`src/rtl/shift_frame_sequencer.sv`:
```
// Frame sequencer for a serial-in/serial-out shift register: shifts a parallel
// word in one bit per clock while capturing the word that falls out.
module shift_frame_sequencer #(
  parameter int unsigned WIDTH     = 4,
  parameter bit          MSB_FIRST = 1'b0
) (
  input  logic             CLK,
  input  logic             Reset,
  input  logic [WIDTH-1:0] tx_data,
  input  logic             tx_valid,
  output logic             tx_ready,
  input  logic             abort,
  output logic             shift_en,
  output logic             shift_in,
  input  logic             shift_out,
  output logic [WIDTH-1:0] rx_data,
  output logic             rx_valid,
  input  logic             rx_ready,
  output logic             busy,
  output logic [7:0]       frame_cnt
);

  localparam int unsigned CNT_W = (WIDTH > 2) ? $clog2(WIDTH) : 1;
  localparam logic [CNT_W-1:0] LAST = CNT_W'(WIDTH - 1);

  typedef enum logic [1:0] {
    IDLE  = 2'd0,
    SHIFT = 2'd1,
    DONE  = 2'd2
  } state_t;

  state_t           state_q, state_d;
  logic [CNT_W-1:0] bit_cnt_q, bit_cnt_d;
  logic [WIDTH-1:0] hold_q, hold_d;
  logic [WIDTH-1:0] rx_sr_q, rx_sr_d;
  logic [WIDTH-1:0] rx_data_d;
  logic [7:0]       frame_cnt_d;
  logic             tx_ready_d, shift_en_d, shift_in_d, rx_valid_d, busy_d;

  // Maps shift cycle k to the word bit it carries.
  function automatic logic [CNT_W-1:0] bit_pos(input logic [CNT_W-1:0] k);
    return MSB_FIRST ? (LAST - k) : k;
  endfunction

  always_ff @(posedge CLK) begin
    if (Reset) begin
      state_q   <= IDLE;
      bit_cnt_q <= '0;
      hold_q    <= '0;
      rx_sr_q   <= '0;
      rx_data   <= '0;
      frame_cnt <= 8'd0;
      tx_ready  <= 1'b1;
      shift_en  <= 1'b0;
      shift_in  <= 1'b0;
      rx_valid  <= 1'b0;
      busy      <= 1'b0;
    end else begin
      state_q   <= state_d;
      bit_cnt_q <= bit_cnt_d;
      hold_q    <= hold_d;
      rx_sr_q   <= rx_sr_d;
      rx_data   <= rx_data_d;
      frame_cnt <= frame_cnt_d;
      tx_ready  <= tx_ready_d;
      shift_en  <= shift_en_d;
      shift_in  <= shift_in_d;
      rx_valid  <= rx_valid_d;
      busy      <= busy_d;
    end
  end

  always_comb begin
    state_d     = state_q;
    bit_cnt_d   = bit_cnt_q;
    hold_d      = hold_q;
    rx_sr_d     = rx_sr_q;
    rx_data_d   = rx_data;
    frame_cnt_d = frame_cnt;

    unique case (state_q)
      IDLE: begin
        if (tx_valid) begin
          hold_d    = tx_data;
          bit_cnt_d = '0;
          state_d   = SHIFT;
        end
      end
      SHIFT: begin
        // The register shifts on this edge, so shift_out is the bit leaving it.
        rx_sr_d[bit_pos(bit_cnt_q)] = shift_out;
        if (abort) begin
          state_d = IDLE;
        end else if (bit_cnt_q == LAST) begin
          rx_data_d   = rx_sr_d;
          frame_cnt_d = frame_cnt + 8'd1;
          state_d     = DONE;
        end else begin
          bit_cnt_d = bit_cnt_q + CNT_W'(1);
        end
      end
      DONE: begin
        if (rx_ready) begin
          state_d = IDLE;
        end
      end
      default: state_d = IDLE;
    endcase

    // Outputs are registered copies of what the next state presents.
    tx_ready_d = (state_d == IDLE);
    shift_en_d = (state_d == SHIFT);
    rx_valid_d = (state_d == DONE);
    busy_d     = (state_d != IDLE);
    shift_in_d = shift_en_d ? hold_d[bit_pos(bit_cnt_d)] : 1'b0;
  end

endmodule

```
`config.mk`:
```
export PLATFORM = sky130hd
export DESIGN_NAME = shift_frame_sequencer
export DESIGN_NICKNAME = d
export VERILOG_FILES = /design/src/rtl/shift_frame_sequencer.sv
export SDC_FILE = /design/constraint.sdc
export NUM_CORES = 1
export LEC_CHECK = 0
export ABC_AREA = 1
export BUFFER_PORTS_ARGS = -buffer_cell sky130_fd_sc_hd__clkbuf_2
export CAP_MARGIN = 40
export CELL_PAD_IN_SITES_DETAIL_PLACEMENT = 0
export CELL_PAD_IN_SITES_GLOBAL_PLACEMENT = 1
export CORE_MARGIN = 1.5
export CORE_UTILIZATION = 30
export CTS_CLUSTER_DIAMETER = 50
export DETAILED_ROUTE_END_ITERATION = 16
export PLACE_DENSITY_LB_ADDON = 0.12
export REMOVE_ABC_BUFFERS = 1
export SYNTH_ARGS = -nofsm -noshare
export SYNTH_HDL_FRONTEND = slang
export SYNTH_SLANG_ARGS = --single-unit
```
`constraint.sdc`:
```
create_clock -name CLK -period 1.57 [get_ports CLK]
set_input_delay 0.2355 -clock CLK [delete_from_list [all_inputs] [get_ports CLK]]
set_output_delay 0.2355 -clock CLK [all_outputs]
set_load 0.02 [all_outputs]
```
; Word-level counts from Yosys, hierarchy flattened
; Cells that the tools add are included.
[word_totals]
mem_bits_ro = 0
mem_bits_rw = 0
memories = 0
wordCells = 45
regBits = 29
latchBits = 0
[classes]
reduce_logical = 6
mux = 16
shift = 0
mul = 0
bitwise_logic = 2
add_sub_neg = 2
n_eq_ne = 5
n_div = 0
order_cmp = 3
[ops]
columns = cell, n
row1 = 2-to-1 mux 2 bit, 7
row2 = adder 8 x 1 -> 8 bit (second input constant), 1
row3 = 2-to-1 mux 4 bit, 2
row4 = == test 2 bit (second input constant), 3
row5 = < comparator 2 x 3 -> 1 bit (second input constant), 2
row6 = case mux 2 bit (3 select lines), 1
row7 = bitwise mux 4 bit, 1
row8 = == test 2 x 1 -> 1 bit (second input constant), 2
row9 = zero test 2 bit, 2
row10 = case mux 2 bit (2 select lines), 1
row11 = AND reduction 3 bit, 1
row12 = adder 2 x 1 -> 2 bit (second input constant), 1
row13 = binary-select mux 1 bit (select 2 bit), 1
row14 = demux 1 bit (select 2 bit), 1
row15 = >= comparator 2 x 1 -> 1 bit (second input constant), 1
row16 = 2-to-1 mux 1 bit, 2
row17 = inverter 1 bit, 2
row18 = nonzero test 2 bit, 1
row19 = OR reduction 2 bit, 1
row20 = logical AND 1 bit, 1

; Logic depth before layout (Yosys ltp)
[depth]
ltp_word = 7
depth_mapped = 9
depth_no_buf = 9

; Worst setup path before layout
; No wires, ideal clock.
[synth_timing]
path_kind = reg-to-reg
startpoint = reg frame_cnt[1]
endpoint = reg frame_cnt[4]
path_buffers = 0
t_arrival_ns = 1.088
slack_ns = 0.367
stages_incl_launch_ff = 7
setup_ns = 0.115
period_less_slack_ns = 1.203
path_cell_list = dfxtp_1 ha_1 inv_1 nor3_2 nand3_1 nand2_1 nor2_1
[synth_between]
elab_chain_cells = 1
[synth_lines]
columns = item, line_no
row1 = from (decl), 20  ; output logic [7:0] frame_cnt
row2 = from (signal assigned), 64  ; frame_cnt <= frame_cnt_d;
row3 = adder 8 x 1 -> 8 bit, 96  ; frame_cnt_d = frame_cnt + 8'd1;
; No other way between the ends.
; A chain may end at the register's enable or synchronous reset.

; Worst setup path in the final report
[layout_timing]
startpoint = reg state_q[1]
endpoint = reg frame_cnt[5]
[layout_between]
elab_chain_cells = 2
[layout_lines]
columns = item, line_no
row1 = from (decl), 32  ; state_t state_q, state_d;
row2 = from (signal assigned), 59  ; state_q <= state_d;
row3 = == test 2 x 1 -> 1 bit, 81  ; unique case (state_q)
row4 = AND reduction 3 bit (no line), -
; No other way between the ends.

==> reports/results.tsv <==
stage	metric	value	unit
timing	Max Freq	0.718	GHz
outcome	status	complete, no violations	
cts	root buffer cell	clkbuf_8	
placed_design	Post-DP HPWL	2.18	mm
timing	slew margin rel.	74.9	%
worst_setup_path	worst-path maximum fanout	11	
floorplan	Core Box Area	0.00406	mm2
grt	met2 global-route usage	23.6	%
worst_setup_path	Req. time, crit path	1750	ps
timing	final hold vios	0	
layout	Storage cell area	581	um2
layout	area of the multi-input gates	559	um2
cts	H-tree lvl count	2	
drt	1st-pass router iterations	4	
pwr	Clock power frac	40.2	%
worst_setup_path	launch point of the worst path	state_q[1]$_SDFF_PP0_	
pwr	internal power	0.00112	W
cts	Clk pin slew, worst setup/hold paths	70	ps
floorplan	row cnt	23	
grt	vias in the first global route	1123	
yosys	Mapped Cells	176	
worst_setup_path	crit path launch type	flip-flop	
yosys	mapped cell area	0.00128	mm2
drt	Via Count	1203	
timing	post-route setup TNS	0	ps
drt	WL/cell	11.3	um
timing	Tightest Pin Transition	373	ps
pwr	Power, Total	0.00153	W
timing	Min Hold Slack	219	ps
placed_design	GPL Wtd Cong	0.790	
layout	# diodes	0	
grt	largest net degree at the start of global routing	12	
cts	Clock Sinks	29	
min_path	worst hold start	tx_data[1]	
placed_design	IO Port Bufs	26	
cts	CTS tree	done	
cts	CTS buffer count	5	
timing	endpoints failing setup	0	
grt	initial antenna violation count	0	
pwr	Flop pwr share	50.6	%
yosys	synth warn	0	
layout	# fillers	436	
timing	final critical-path share of the clock period	88.6	%
grt	GRT Overall Usage	14.5	%
drt	WL final	2.91	mm
floorplan	initial cell density of the core	31.6	%
grt	GR Overflow Total	0	
layout	Layout Nets	218	
layout	Area Growth Syn to Fin	20.8	%
floorplan	# IOs	27	
drt	DRT iter0 DRCs	49	
grt	first-pass GRT wire length	4.94	mm
pwr	Peak VDD IR	0.429	mV
worst_setup_path	FF-to-FF Start	state_q[1]$_SDFF_PP0_	
timing	post-layout min period	1390	ps
grt	grt met3 use	5.59	%
floorplan	Die Height	68.4	um
layout	layout cells sized above 1	23.1	%
layout	non-filler cells, final	258	
pwr	pwr dens	987	mW/mm2
pwr	Switching Share	26.9	%
pwr	Logic pwr share	9.1	%
layout	Layout Utilization	38.2	%
grt	Most Crowded Layer GR	met2	
timing	Clock Skews	8.82	ps
worst_setup_path	Setup CP Type	flip-flop to flip-flop	
min_path	Hold Crit Class	input pin to flip-flop	
cts	CTS max path bufs	2	
floorplan	die footprint	0.00468	mm2
worst_setup_path	Critical Path AT	1570	ps
drt	drt via density	4.66	
yosys	share of the yosys chip area belonging to registers	45.3	%
flow_run	Max-Cap Viols	0	
pwr	Pleak	0.737	nW
pwr	P_sw	0.000411	W
drt	residual DRC count	0	
yosys	Mapped Avg Cell Area	7.29	um2
floorplan	Die Width	68.4	um
yosys	count of different cell masters after synthesis	23	
placed_design	placed insts	250	
drt	antenna viol nets, final	0	
yosys	Synth Register Bits	29	
timing	Final Max Slew Viols	0	
cts	CTS hold repair buffers	0	
worst_setup_path	Critical Path Sink Type	flip-flop	
grt	GR Layer Usage met1	16.8	%
timing	RSZ-0062 raised after global routing	false	
cts	Clk Latency, worst-skew pair	290	ps
cells by family after synthesis:
| group | after synthesis | synth area share, % |
|---|---|---|
| XOR/XNOR | 1 | 0.683 |
| AND/OR/NAND/NOR | 77 | 26.9 |
| buffers and inverters | 34 | 11.1 |
| adder cells (fa/ha/maj) | 1 | 0.975 |
| AO/OA/AOI/OAI | 33 | 14.2 |
| multiplexers | 1 | 0.781 |
| flip-flops | 29 | 45.3 |
cells in the mapped netlist (all sizes together):
master	count	area, um2
o21ai	15	75.1
nand3	6	30.0
nor3	2	15.0
nor2	22	90.1
mux2i	1	10.0
inv	30	113
a211oi	1	7.51
nand2	41	169
clkbuf	2	7.51
nand3b	3	22.5
a21oi	15	75.1
xor2	1	8.76
dfxtp	29	581
ha	1	12.5
buf	2	22.5
o31ai	2	25.0
nand4	3	18.8
power by group through the flow:
stage          Sequential (W)  Combinational [W]  Clock, W
2_1_floorplan        0.000799          0.0000799         0
3_3_place_gp         0.000790           0.000141         0
3_5_place_dp         0.000790           0.000141         0
4_1_cts              0.000774           0.000142  0.000637
5_1_grt              0.000777           0.000161  0.000684
6_report             0.000774           0.000140  0.000615
placed cells by master, fill, tap and decap left out, drive strengths merged:
master    synthesis  layout
a211oi            1       1
mux2i             1       1
clkinv            0       2
nand2            41      41
buf               2       2
a21oi            15      15
nor3              2       2
ha                1       1
o21ai            15      15
o31ai             2       2
xor2              1       1
nand4             3       3
dfxtp            29      29
nand3b            3       3
clkinvlp          0       1
nor2             22      22
clkbuf            2      31
inv              30      30
nand3             6       6
through the flow:
step | cell area (um2) | worst slack [ps]
2_1_floorplan | 1250 | 290
3_3_place_gp | 1460 | 226
6_report | 1550 | 178
3_5_place_dp | 1460 | 135
4_1_cts | 1550 | 123
5_1_grt | 1550 | 35.7
area by class of cell:
| class | count | share of cell area [%] |
|---|---|---|
| Clock buffer | 5 | 4.44 |
| Clock inverter | 3 | 1.13 |
| Sequential cell | 29 | 37.5 |
| Tap cell | 50 | 4.04 |
| Inverter | 30 | 7.43 |
| Multi-Input combinational cell | 113 | 36.1 |
| Timing Repair Buffer | 28 | 9.37 |
flip-flops by register name, summed over array words and instances (netlist names):
| signal | cells |
|---|---|
| frame_cnt | 8 |
| hold_q | 4 |
| rx_data | 4 |
| rx_sr_q | 4 |
| bit_cnt_q | 2 |
| state_q | 2 |
| busy | 1 |
| rx_valid | 1 |
| shift_en | 1 |
| shift_in | 1 |
| tx_ready | 1 |
worst max-delay path, stage by stage, from the launching register on:
cell	delay (ps)
dfxtp_1	310
inv_1	130
nand2_4	110
inv_2	100
nand2_2	140
inv_4	140
nand4_1	120
o21ai_0	170
a21oi_1	50
per-layer routing:
metal / routed length [um] / vias up
met2: 1340 / 28
met4: 49 / 0
met5: 0 / -
li1: - / 613
met1: 1380 / 556
met3: 133 / 6
what timing repair did:
item | CTS | global route
buffers inserted | 0 | 0
setup endpoints to repair | 0 | 1
gates resized for setup | 0 | 1
worst paths after layout:
check             cells after the start  slack [ps]                         to
hold reg to reg                       2         470    rx_data[0]$_SDFFE_PP0P_
setup reg to reg                      8         180  frame_cnt[5]$_SDFFE_PP0P_
setup / recovery                      8         180  frame_cnt[5]$_SDFFE_PP0P_
hold / removal                        3         220       hold_q[1]$_SDFF_PP0_
Power figures use the tool's default switching activity.
